File: config.mk
export PLATFORM = sky130hd
export DESIGN_NAME = mem_comp_arbiter
export DESIGN_NICKNAME = d
export VERILOG_FILES = /design/src/rtl/mem_comp_pkg.sv /design/src/rtl/ld_result_fifo.sv /design/src/rtl/mem_comp_arbiter.sv
export SDC_FILE = /design/constraint.sdc
export NUM_CORES = 1
export LEC_CHECK = 0
export ABC_AREA = 1
export BUFFER_PORTS_ARGS = -buffer_cell sky130_fd_sc_hd__buf_2
export CAP_MARGIN = 30
export CELL_PAD_IN_SITES_DETAIL_PLACEMENT = 1
export CELL_PAD_IN_SITES_GLOBAL_PLACEMENT = 1
export CORE_ASPECT_RATIO = 1.25
export CORE_MARGIN = 10
export CORE_UTILIZATION = 44
export DETAILED_ROUTE_END_ITERATION = 10
export HOLD_SLACK_MARGIN = 0.02
export PLACE_DENSITY_LB_ADDON = 0.1
export SYNTH_ARGS = -nofsm -noshare
export SYNTH_HDL_FRONTEND = slang
export SYNTH_SLANG_ARGS = --single-unit
File: constraint.sdc
create_clock -name clk -period 5.09 [get_ports clk]
set_input_delay 0.2545 -clock clk [delete_from_list [all_inputs] [get_ports clk]]
set_output_delay 0.2545 -clock clk [all_outputs]
set_load 0.02 [all_outputs]
File: src/rtl/mem_comp_pkg.sv
// mem_comp_pkg: shared types and default widths for the MEM->Complete arbiter.
//   ld_result_t : load result record {data, pc, tag} at the default widths
//   src_e       : grant source encoding (SRC_LSQ doubles as cmp_from_lsq=1)
package mem_comp_pkg;

    localparam int XLEN_D  = 32;
    localparam int TAG_W_D = 6;
    localparam int DEPTH_D = 2;
    localparam int CNT_W_D = 16;

    typedef enum logic {
        SRC_MEM = 1'b0,
        SRC_LSQ = 1'b1
    } src_e;

    typedef struct packed {
        logic [XLEN_D-1:0]  data;
        logic [XLEN_D-1:0]  pc;
        logic [TAG_W_D-1:0] tag;
    } ld_result_t;

endpackage

File: src/rtl/ld_result_fifo.sv
// ld_result_fifo: small synchronous FIFO holding load results for one source.
//   clk, rst     : clock, synchronous active-high reset
//   flush        : drop all held entries
//   push, din    : write an entry (ignored when full)
//   pop          : retire the head (ignored when empty)
//   full, empty  : status from registered occupancy
//   head         : oldest entry, valid when !empty
module ld_result_fifo #(
    parameter int W     = 70,
    parameter int DEPTH = 2
) (
    input  logic         clk,
    input  logic         rst,
    input  logic         flush,
    input  logic         push,
    input  logic [W-1:0] din,
    input  logic         pop,
    output logic         full,
    output logic         empty,
    output logic [W-1:0] head
);

    localparam int AW = $clog2(DEPTH);

    logic [W-1:0]  store [DEPTH];
    logic [AW-1:0] rd_ptr;
    logic [AW-1:0] wr_ptr;
    logic [AW:0]   count;
    logic          do_push;
    logic          do_pop;

    assign full    = (count == (AW+1)'(DEPTH));
    assign empty   = (count == '0);
    assign head    = store[rd_ptr];
    assign do_push = push && !full;
    assign do_pop  = pop && !empty;

    // Pointers are exactly log2(DEPTH) bits, so they wrap naturally.
    always_ff @(posedge clk) begin
        if (rst || flush) begin
            rd_ptr <= '0;
            wr_ptr <= '0;
            count  <= '0;
        end else begin
            if (do_push) wr_ptr <= wr_ptr + 1'b1;
            if (do_pop)  rd_ptr <= rd_ptr + 1'b1;
            case ({do_push, do_pop})
                2'b10:   count <= count + 1'b1;
                2'b01:   count <= count - 1'b1;
                default: count <= count;
            endcase
        end
    end

    // Storage needs no reset; occupancy decides what is meaningful.
    always_ff @(posedge clk) begin
        if (do_push) store[wr_ptr] <= din;
    end

endmodule

File: src/rtl/mem_comp_arbiter.sv
// mem_comp_arbiter: merges LSQ-forwarded and data-memory load results onto the
// single MEM->Complete register with round-robin arbitration.
//   clk, rst, flush                     : clock, sync active-high reset, pipeline flush
//   lsq_valid/ready/data/pc/tag         : LSQ forwarded-load input handshake
//   mem_valid/ready/data/pc/tag         : data-memory return input handshake
//   cmp_valid/ready/data/pc/tag         : registered result toward completion
//   cmp_from_lsq                        : 1 = result came from LSQ
//   conflict_cnt                        : saturating count of cycles both heads valid
module mem_comp_arbiter
    import mem_comp_pkg::*;
#(
    parameter int XLEN  = XLEN_D,
    parameter int TAG_W = TAG_W_D,
    parameter int DEPTH = DEPTH_D,
    parameter int CNT_W = CNT_W_D
) (
    input  logic             clk,
    input  logic             rst,
    input  logic             flush,
    input  logic             lsq_valid,
    output logic             lsq_ready,
    input  logic [XLEN-1:0]  lsq_data,
    input  logic [XLEN-1:0]  lsq_pc,
    input  logic [TAG_W-1:0] lsq_tag,
    input  logic             mem_valid,
    output logic             mem_ready,
    input  logic [XLEN-1:0]  mem_data,
    input  logic [XLEN-1:0]  mem_pc,
    input  logic [TAG_W-1:0] mem_tag,
    output logic             cmp_valid,
    input  logic             cmp_ready,
    output logic [XLEN-1:0]  cmp_data,
    output logic [XLEN-1:0]  cmp_pc,
    output logic [TAG_W-1:0] cmp_tag,
    output logic             cmp_from_lsq,
    output logic [CNT_W-1:0] conflict_cnt
);

    localparam int RW = 2*XLEN + TAG_W;

    logic          lsq_full, lsq_empty, mem_full, mem_empty;
    logic [RW-1:0] lsq_head, mem_head, gnt_head;
    logic          lsq_pop, mem_pop;
    logic          both, load, gnt_lsq;
    src_e          rr;

    // Ready depends only on registered occupancy, never on valid/cmp_ready.
    assign lsq_ready = !lsq_full;
    assign mem_ready = !mem_full;

    ld_result_fifo #(.W(RW), .DEPTH(DEPTH)) u_lsq_fifo (
        .clk   (clk),
        .rst   (rst),
        .flush (flush),
        .push  (lsq_valid && lsq_ready),
        .din   ({lsq_data, lsq_pc, lsq_tag}),
        .pop   (lsq_pop),
        .full  (lsq_full),
        .empty (lsq_empty),
        .head  (lsq_head)
    );

    ld_result_fifo #(.W(RW), .DEPTH(DEPTH)) u_mem_fifo (
        .clk   (clk),
        .rst   (rst),
        .flush (flush),
        .push  (mem_valid && mem_ready),
        .din   ({mem_data, mem_pc, mem_tag}),
        .pop   (mem_pop),
        .full  (mem_full),
        .empty (mem_empty),
        .head  (mem_head)
    );

    always_comb begin
        both     = !lsq_empty && !mem_empty;
        load     = (!cmp_valid || cmp_ready) && (!lsq_empty || !mem_empty);
        gnt_lsq  = both ? (rr == SRC_LSQ) : !lsq_empty;
        lsq_pop  = load && gnt_lsq;
        mem_pop  = load && !gnt_lsq;
        gnt_head = gnt_lsq ? lsq_head : mem_head;
    end

    always_ff @(posedge clk) begin
        if (rst) begin
            cmp_valid    <= 1'b0;
            cmp_data     <= '0;
            cmp_pc       <= '0;
            cmp_tag      <= '0;
            cmp_from_lsq <= 1'b0;
            conflict_cnt <= '0;
            rr           <= SRC_LSQ;
        end else begin
            // Counted regardless of flush; statistics survive a flush.
            if (both && (conflict_cnt != '1)) conflict_cnt <= conflict_cnt + 1'b1;

            if (flush) begin
                cmp_valid <= 1'b0;
                rr        <= SRC_LSQ;
            end else if (load) begin
                cmp_valid                  <= 1'b1;
                {cmp_data, cmp_pc, cmp_tag} <= gnt_head;
                cmp_from_lsq               <= gnt_lsq;
                // Any grant hands priority to the other source.
                rr                         <= gnt_lsq ? SRC_MEM : SRC_LSQ;
            end else if (cmp_ready) begin
                cmp_valid <= 1'b0;
            end
        end
    end

endmodule

==> results.yml <==
detailed_routing:
  first_pass_iters: 5
  route.vias.total: 11400
  vias_per_cell: 5.07
  drt_iter0_drc: 571
  wl_met2_um: 22700
  drt-met1-wl_um: 18300
  routed_wl_um: 44500
  wl_per_cell_um: 19.8
  dr_wl_met3_um: 2520
  drc: 0
  top_layer: "met5"
  drtAntennaViolNets: 0
timing:
  finClkSkew_ns: 0.0138
  max_freq_mhz: 311
  post-route-min-period_ns: 3.21
  fin_crit_sh: 0.631
  setup_tns_ns: 0
  worst_pin_slew_ns: 0.983
  hold_viol: 0
  max-slew-margin-rel: 0.345
  slew_violations: 0
  setup_viol: 0
  rsz0062_at_grt: "false"
critical_path:
  path_depth: 8
  end_kind: "register"
  startpoint: "u_mem_fifo.count[0]$_SDFFE_PP0P_"
  arrival_ns: 3.69
  r2r_cells: 8
  r2r-start: "u_mem_fifo.count[0]$_SDFFE_PP0P_"
  path_class: "register to register"
  r2r_end: "cmp_pc[12]$_SDFFE_PP0P_"
  crit_chain: "nor2_2 > a21oi_4 > nand2_4 > clkinv_2 > buf_4 > nand3_1 > nand2_1 > inv_1"
  crit_buf_inv: 3
  critPathCapture: "cmp_pc[12]$_SDFFE_PP0P_"
  critical_path.top_delay_family: "buffers and inverters"
  required_ns: 5.57
  start_kind: "register"
  ff2ff_setup_slack_ns: 1.88
  cp_slowest_stage_delay_ns: 0.78
  worstPathMaxFanout: 72
  crit_slowest_cell: "clkinv_2"
clock_network:
  cts_buffers: 39
  clockRootBuffer: "clkbuf_16"
  clk_pin_slew_ns: 0.06
  clock_latency_ns: 0.53
  cts.sinks: 379
  cts_tree: "built"
  clock_path_buffers: 3
  htreeDepth: 2
floorplan:
  die_x_um: 185
  core_area_sq_um: 33600
  core.rowCount: 75
  die_h_um: 226
  initial_utilization: 0.446
  ios: 236
  dieArea_sq_um: 41900
global_route:
  grt_pass1_wl_um: 69300
  grt_pass1_vias: 12500
  track_usage: 0.213
  grt_start_max_net_pins: 78
  grt_overflow: 0
  antenna_found_initial: 7
power_and_ir_drop:
  power_density_nw_per_um2: 391
  swShare: 0.259
  power_frac_seq: 0.485
  total_power_mw: 7.52
  p_leak_nw: 8.10
  p_comb_frac: 0.137
  p_int_mw: 5.57
  p_sw_mw: 1.95
  peakVddDrop_uv: 256
  clkPwrFrac: 0.378
logic_synthesis:
  syn_inst: 1430
  yosys_warnings: 0
  seq_area_frac_synth: 0.694
  synth_edf_count: 280
  yosysMostFrequentCell: "nand2_1"
  yosys-top-cells-count: "nand2_1, edfxtp_1, inv_1, a21oi_1, dfxtp_1"
  synthDistinctLibCells: 28
  syn_area_sq_um: 15000
  synth_area_leader_cell: "edfxtp_1"
  synthArstFlopShare: 0
  synth_top_area_frac: 0.561
  synth_nets: 1579
  synth-main-ff-cell: "edfxtp_1"
  synth_seq_cells: 379
  synth_area_leaders: "edfxtp_1, dfxtp_1, nand2_1"
  syn_area_per_cell_sq_um: 10.5
status:
  status: "completed"
finish:
  final_area_sq_um: 19200
  fin_nets: 1940
  fillers: 3676
  area_growth_pct: 28.2
  final_cells: 2248
  drive_gt1_frac: 0.175
placement:
  io_buffers: 235
  place.gp.congestion: 0.779
  placedInstanceArea_sq_um: 16500
  dp.cells: 2032
  hpwlAfterDp_um: 27500
flow_run:
  drv_cap: 0
worst_hold_path:
  hold_class: "input port to register"
## power groups by stage
stage | Sequential (mW) | Combinational, mW | Clock (mW)
floorplan | 3.75 | 0.544 | 0
global placement | 3.70 | 0.900 | 0
detailed placement | 3.71 | 0.939 | 0
CTS | 3.65 | 1.03 | 2.90
global route | 3.67 | 1.16 | 3.02
finish | 3.65 | 1.03 | 2.84
## kinds of logic after synthesis
kind of cell             after synthesis  share of synthesized area
flip-flops                           379                      0.694
AND/OR/NAND/NOR                      506                      0.132
adder cells (fa/ha/maj)                3                    0.00251
buffers and inverters                250                     0.0702
AO/OA/AOI/OAI                        288                     0.0988
XOR/XNOR                               4                    0.00234
## per-layer routing
| layer | vias to the layer above | GRT usage |
|---|---|---|
| met2 | 281 | 0.384 |
| met4 | 4 | 0.0586 |
| met3 | 60 | 0.0432 |
| li1 | 5445 | - |
| met1 | 5609 | 0.250 |
| met5 | - | 0 |
## stage by stage
step	setup slack [ns]	hold WS, ns	utilization
after detailed placement	1.83	0.446	0.491
after CTS	1.82	0.0264	0.571
after global routing	1.60	0.0575	0.572
after global placement	1.89	0.442	0.489
final	1.88	0.0380	0.572
after floorplan	0.862	0.353	-
## worst reg2reg max path, cell delays in order, from the launching register on
cell and delay (ns):
dfxtp_1 0.36, nor2_2 0.28, a21oi_4 0.12, nand2_4 0.72
clkinv_2 0.80, buf_4 0.54, nand3_1 0.20, nand2_1 0.07
inv_1 0.06
## registers in the layout, indices dropped and copies added (netlist names), 2 cells and up, named ones only
| name | count |
|---|---|
| u_mem_fifo.store | 140 |
| u_lsq_fifo.count | 2 |
| u_lsq_fifo.store | 140 |
| cmp_tag | 6 |
| cmp_pc | 32 |
| conflict_cnt | 16 |
| u_mem_fifo.count | 2 |
| cmp_data | 32 |
## area by class of cell
type | instances | area [sq um] | share of cell area
inverters | 181 | 681 | 0.0354
clock inverters | 10 | 96.3 | 0.00502
flip-flops and latches | 379 | 10400 | 0.541
well taps | 423 | 529 | 0.0276
multi-input cells | 801 | 3570 | 0.186
clock buffers | 60 | 1170 | 0.0608
repair buffers | 389 | 2750 | 0.143
diodes | 5 | 12.5 | 0.000651
## repair_timing
| action | CTS | global route |
|---|---|---|
| setup endpoints to repair | 0 | 0 |
| gates resized for setup | 0 | 0 |
| endpoints found under the hold margin | 280 | 0 |
| hold buffers | 140 | 0 |
| buffers inserted | 0 | 0 |
## cell usage in the layout (no fill, tap or decap)
cell type | synthesis | layout
o21ai_1 | 32 | 32
diode_2 | 0 | 5
xnor2_1 | 2 | 2
clkbuf_1 | 30 | 12
o211ai_1 | 11 | 11
nand2_1 | 406 | 406
buf_12 | 0 | 2
clkbuf_16 | 0 | 41
clkinvlp_4 | 0 | 1
nand3_1 | 28 | 28
nor2_4 | 1 | 5
buf_4 | 9 | 11
dfxtp_1 | 99 | 97
nor2_2 | 2 | 2
clkinv_1 | 0 | 5
buf_2 | 21 | 234
dlygate4sd3_1 | 0 | 140
nor2_1 | 56 | 52
buf_16 | 0 | 2
edfxtp_1 | 280 | 280
xor2_1 | 2 | 2
ha_1 | 3 | 3
bufinv_16 | 0 | 2
clkinv_2 | 1 | 3
nand2_4 | 1 | 2
dfxtp_4 | 0 | 2
inv_1 | 177 | 177
nor3_1 | 4 | 4
a21oi_1 | 149 | 149
inv_2 | 3 | 3
clkbuf_8 | 0 | 7
a21oi_4 | 1 | 1
nand4_1 | 3 | 3
nand3b_1 | 4 | 4
o21ai_0 | 95 | 95
## worst min path at each step
| stage | from | to | cells after the start |
|---|---|---|---|
| 3_3_place_gp | mem_pc[13] | u_mem_fifo.store[0][19]$_DFFE_PP_ | 1 |
| 6_report | mem_valid | u_mem_fifo.wr_ptr$_SDFFE_PP0N_ | 3 |
| 3_5_place_dp | mem_pc[27] | u_mem_fifo.store[0][33]$_DFFE_PP_ | 1 |
| 5_1_grt | mem_valid | u_mem_fifo.wr_ptr$_SDFFE_PP0N_ | 3 |
| 2_1_floorplan | lsq_tag[0] | u_lsq_fifo.store[0][0]$_DFFE_PP_ | 0 |
| 4_1_cts | flush | rr$_SDFFE_PP1N_ | 3 |
(Power assumes the default switching activity.)
